<file path="config.mk">
export PLATFORM = sky130hd
export DESIGN_NAME = temporal_mac_array
export DESIGN_NICKNAME = d
export VERILOG_FILES = /design/src/rtl/temporal_mac_array.sv
export SDC_FILE = /design/constraint.sdc
export NUM_CORES = 1
export LEC_CHECK = 0
export ABC_AREA = 1
export CAP_MARGIN = 20
export CELL_PAD_IN_SITES_DETAIL_PLACEMENT = 0
export CELL_PAD_IN_SITES_GLOBAL_PLACEMENT = 2
export CORE_ASPECT_RATIO = 1.1
export CORE_MARGIN = 1
export CORE_UTILIZATION = 32
export CTS_CLUSTER_DIAMETER = 150
export DETAILED_ROUTE_END_ITERATION = 7
export PLACE_DENSITY_LB_ADDON = 0.1
export SLEW_MARGIN = 20
export SYNTH_ARGS = -nofsm -noshare
export SYNTH_HDL_FRONTEND = slang
export SYNTH_SLANG_ARGS = --single-unit
export TNS_END_PERCENT = 100
</file>
<file path="constraint.sdc">
create_clock -name clk -period 2.19 [get_ports clk]
set_clock_uncertainty 0.05 [all_clocks]
set_input_delay 0.3285 -clock clk [delete_from_list [all_inputs] [get_ports clk]]
set_output_delay 0.3285 -clock clk [all_outputs]
set_load 0.05 [all_outputs]
</file>
<file path="src/rtl/temporal_mac_array.sv">
// temporal_mac_array: DIM_A x DIM_C products by counter-sweep accumulation, start/busy/done handshake.
// Optional TLUT_ACC_SATURATE_EN: accumulators saturate instead of wrapping.
module temporal_mac_array #(
  parameter int DIM_A        = 8,
  parameter int DIM_C        = 1,
  parameter int INPUT_WIDTH  = 4,
  parameter int WEIGHT_WIDTH = 8,
  parameter int ACC_WIDTH    = 12
) (
  input  logic                                          clk,
  input  logic                                          rst_n,
  input  logic                                          enable,
  input  logic                                          start,
  input  logic                                          acc_en,
  input  logic [DIM_A-1:0][INPUT_WIDTH-1:0]             in,
  input  logic [DIM_C-1:0][WEIGHT_WIDTH-1:0]            weight,
  output logic                                          busy,
  output logic                                          done,
  output logic [DIM_C-1:0][DIM_A-1:0][ACC_WIDTH-1:0]    out
);
  typedef enum logic [1:0] {IDLE, RUN, DONE} state_t;
  localparam logic [INPUT_WIDTH-1:0] LAST = {{(INPUT_WIDTH-1){1'b1}}, 1'b0};
  state_t state, state_nx;
  logic [INPUT_WIDTH-1:0] cnt;
  logic [DIM_A-1:0][INPUT_WIDTH-1:0] in_q;
  logic [DIM_C-1:0][WEIGHT_WIDTH-1:0] w_q;
  logic accept;
  function automatic logic [ACC_WIDTH-1:0] add_w(input logic [ACC_WIDTH-1:0] a, input logic [WEIGHT_WIDTH-1:0] w);
`ifdef TLUT_ACC_SATURATE_EN
    logic [ACC_WIDTH:0] s;
    s = {1'b0, a} + (ACC_WIDTH+1)'(w);
    return s[ACC_WIDTH] ? '1 : s[ACC_WIDTH-1:0];
`else
    return a + ACC_WIDTH'(w);
`endif
  endfunction
  assign accept = enable && start && state != RUN;
  assign busy = state == RUN;
  assign done = state == DONE;
  always_comb begin
    state_nx = state;
    if (enable)
      state_nx = accept ? RUN : state == RUN ? (cnt == LAST ? DONE : RUN) : IDLE;
  end
  always_ff @(posedge clk or negedge rst_n)
    if (!rst_n) state <= IDLE;
    else state <= state_nx;
  // Each cell sees one add of w_q[c] per sweep step while cnt is below its input
  always_ff @(posedge clk or negedge rst_n)
    if (!rst_n) begin
      cnt  <= '0;
      in_q <= '0;
      w_q  <= '0;
      out  <= '0;
    end else if (accept) begin
      cnt  <= '0;
      in_q <= in;
      w_q  <= weight;
      if (!acc_en) out <= '0;
    end else if (enable && state == RUN) begin
      cnt <= cnt + INPUT_WIDTH'(1);
      for (int c = 0; c < DIM_C; c++)
        for (int a = 0; a < DIM_A; a++)
          if (cnt < in_q[a]) out[c][a] <= add_w(out[c][a], w_q[c]);
    end
endmodule

</file>
### After elaboration in Yosys (flattened, before gate mapping)

Index checks and enable logic that the tools add are counted.

* register bits: 142
* output and inout bits: 98
* word-level logic and storage cells: 77
* bits of input ports: 45

* magnitude comparators: 8
* mux-type cells: 16
* reductions and logical operators: 20
* eq/ne operators: 5
* $add $sub $neg: 9

Operators with widths (number)
* $mux W96: 3
* $add A12 B8 Y12: 8
* $mux W12: 8
* $lt A4 B4 Y1: 8
* $reduce_and A3 Y1: 8
* $reduce_bool A2 Y1: 9
* $mux W4: 2
* $mux W2: 3
* $add A4 B1 Y4 const B: 1
* $eq A4 B4 Y1 const B: 1
* $logic_and A1 B1 Y1: 3
* $eq A2 B1 Y1 const B: 1
* $eq A2 B2 Y1 const B: 1
* $ne A2 B1 Y1 const B: 1
* $ne A2 B2 Y1 const B: 1

### Logic depth before layout (Yosys ltp)

* depth after elaboration: 4
* depth in mapped cells: 12
* depth with buffers taken out: 11

### Worst setup path before layout

Ideal clock, no wire load.

* path kind: reg-to-reg
* start: register out[84] in the netlist's numbering
* end: register out[92] in the netlist's numbering
* setup time: 123 ps
* required time: 2017 ps
* path slack: 148 ps
* arrival time: 1869 ps
* cell stages (with the launch flop): 12
* buffers on the path: 0
* clock period less this slack: 2042 ps
* cells stage by stage: dfrtp_1 ha_1 inv_1 fa_1 inv_1 nand3_1 nand3_1 nand2_1 nand2_1 nand2_1 nand3_1 o21ai_1

* longest elaborated chain between the ends: 4

RTL lines
* start, declared: line 19 `output logic [DIM_C-1:0][DIM_A-1:0][ACC_WIDTH-1:0] out`
* start signal, assigned by index: line 64 `if (cnt < in_q[a]) out[c][a] <= add_w(out[c][a], w_q[c]);`
* $add A12 B8 Y12: line 34 `return a + ACC_WIDTH'(w);`
* $mux W12: line 64
* $mux W96: line 60 `end else if (enable && state == RUN) begin`
* $mux W96: line 55 `end else if (accept) begin`

Every way passes these cells. The select of a mux whose other input is x is not followed.
A chain may end at the register's enable or synchronous reset.

### Worst setup path in the final report

* start: register out[44] in the netlist's numbering
* end: output out[44] in the netlist's numbering

No word-level cell between the ends.

==> impl_metrics.ini <==
[synth]
ys_seq_elements = 142
yosysUniqueCellTypes = 39
ys_seq_area_share_pct = 34.9
synth_ff_type = dfrtp_1
avgSynthCellArea_um2 = 7.24
netlist_instances = 1405
syn_nets = 1548
ys_warn_count = 0
mappedNetlistArea_um2 = 10200
synth_edf_count = 0
async_flop_share_pct = 100

[critical_path]
critPathMaxStageDelay_ns = 0.85
arrival_ns = 1.76
crit_slowest_cell = clkdlybuf4s50_1
critPathKind = flop to primary output
cp.buffers_inverters = 1
cp_top_family = buffers and inverters
crit_chain = clkdlybuf4s50_1
start_kind = flop
end_kind = primary output
cp.required_ns = 1.81
worst-path-max-fanout = 8

[placed_design]
port_buffers = 142
gp_congestion = 0.834
dpl.hpwl_um = 23600
place_ws_ns = -0.0652

[sta]
grt_setup_unrepaired = false
clock.fmax_mhz = 468
postLayoutSetupSlackWorst_ns = 0.0520
slew_violations = 0
setup_violations = 0
fin_crit_sh_pct = 97.6
layout_min_cycle_time_ns = 2.14
max-slew-margin-rel_pct = 63.1
worst_slew_pin_slew_ns = 0.551
hold_viol = 0
fin_setup_tns_ns = 0

[global_routing]
overflow = 0
grt_max_degree = 56
grt_antenna_before_repair = 0
grt_pass1_wl_um = 49800
first_global_vias = 8983
grt_usage_pct = 20.1

[clocking]
cts-root-buf = clkbuf_16
post-cts-setup-buffers = 0
numCtsBuffers = 17
clkTransAtPathRegs_ns = 0.07
cts_max_level = 4
cts_buffer_depth = 2
clock_latency_ns = 0.44
cts_sinks = 142
cts_tree = built

[pwr]
vdd_ir_drop_max_mv = 0.563
pwr_density_cell_nw_per_um2 = 1840
leakagePower_nw = 6.91

[outcome]
run_status = finished clean

[layout]
finish.utilization_pct = 42.0
layout_commonest_cell = nand2_1
area_growth_pct = 29.2
diodes = 0
final_cell_mix = nand2_1, inv_1, dfrtp_1, nand3_1, clkdlybuf4s50_1
layout-drive-gt1-share_pct = 7.69
final_nets = 1742

[detailed_routing]
dr.pass1.iters = 5
vias = 9294
avgRoutedWirePerCell_um = 15.2
routed_wl_um = 30800
route.detailed.drc = 0
drtIter0Drc = 429
detail-route-antenna-nets = 0
via_per_inst = 4.57

[floorplan]
io_pins = 143
start_util_pct = 32.5
dieArea_um2 = 32500
die_h_um = 189
core_area_um2 = 31300
row_count = 68
die_w_um = 172

[hold_path]
hold_class = input port to asynchronous set/reset pin

[job]
cap_violations = 0
power by group:
part	total [W]	switching (W)	internal, W
Combinational	0.0160	0.0101	0.00585
Clock	0.00303	0.00139	0.00163
Sequential	0.00516	0.00122	0.00394
layer usage:
metal | up-vias | track usage (%) | routed length [µm]
met5 | - | 0 | 0
met4 | 0 | 5.92 | 468
met3 | 25 | 2.07 | 623
met2 | 117 | 32.2 | 14200
met1 | 4208 | 28.3 | 15600
li1 | 4944 | - | -
timing repair:
action | in CTS | in global routing
gates resized for setup | 3 | 17
setup endpoints to repair | 3 | 23
endpoints found under the hold margin | 39 | 0
pin swaps | 0 | 0
hold buffers | 1 | 0
cells by family (layout without fill, tap and decap cells):
logic type / count (synthesis) / count (layout) / share of synthesized area (%)
fa+ha+maj: 98 / 98 / 12.7
buf+inv: 195 / 402 / 7.96
flops: 142 / 142 / 34.9
compound gates: 175 / 175 / 9.50
xor+xnor: 44 / 44 / 3.79
simple gates: 751 / 751 / 31.1
path summary, 6_finish.rpt:
path,cells past startpoint,end,slack [ns],startpoint
max in group asynchronous,3,out[46],1.14,rst_n
worst max register to register,8,out[18],0.12,w_q[0]
min in group clk,3,in_q[12],0.38,in[12]
worst min register to register,2,in_q[0],0.42,in_q[0]
worst min-delay path,2,out[25],0.36,rst_n
worst max-delay path,1,out[44],0.05,out[44]
flip-flops by register name, indices dropped and copies added, names as in the netlist:
name   flops
w_q        8
cnt        4
out       96
state      2
in_q      32
layout make-up:
class                           instances  area, µm²
Fill cell                            3356      18200
Multi-Input combinational cell       1068       5830
Sequential cell                       142       3550
Timing Repair Buffer                  198       1980
Inverter                              172        654
Tap cell                              420        526
Clock buffer                           17        425
Clock inverter                         15        164
stage by stage:
step | cells | total power (W) | instance area (µm²) | hold WS (ns)
after detailed placement | 1999 | 0.0213 | 12500 | 0.265
final | 2032 | 0.0242 | 13100 | 0.362
after global routing | 2032 | 0.0265 | 13100 | 0.380
after global placement | 1999 | 0.0212 | 12500 | 0.254
after floorplan | 1405 | 0.0161 | 10200 | -0.0171
after CTS | 2032 | 0.0244 | 13100 | 0.357
Yosys cell counts (2+ instances only):
cell type / instances / area (µm²)
nand2_1: 500 / 1880
inv_1: 162 / 608
dfrtp_1: 142 / 3550
nand3_1: 130 / 651
ha_1: 90 / 1130
nor2_1: 76 / 285
o21ai_0: 63 / 315
a21oi_1: 55 / 275
o21ai_1: 32 / 160
xnor2_1: 26 / 228
nand4_1: 21 / 131
xor2_1: 18 / 158
buf_2: 12 / 60.1
nand3b_1: 10 / 75.1
fa_1: 8 / 160
inv_2: 6 / 22.5
a31oi_1: 5 / 31.3
a21o_1: 4 / 30.0
buf_6: 4 / 45.0
nor3_1: 4 / 20.0
o21bai_1: 4 / 30.0
o22ai_1: 4 / 25.0
inv_4: 3 / 18.8
nand2_4: 3 / 33.8
o21ai_2: 3 / 26.3
o21ai_4: 3 / 48.8
buf_1: 2 / 7.51
buf_4: 2 / 15.0
clkbuf_1: 2 / 7.51
nand3_4: 2 / 35.0
Power figures use the tool's default switching activity.
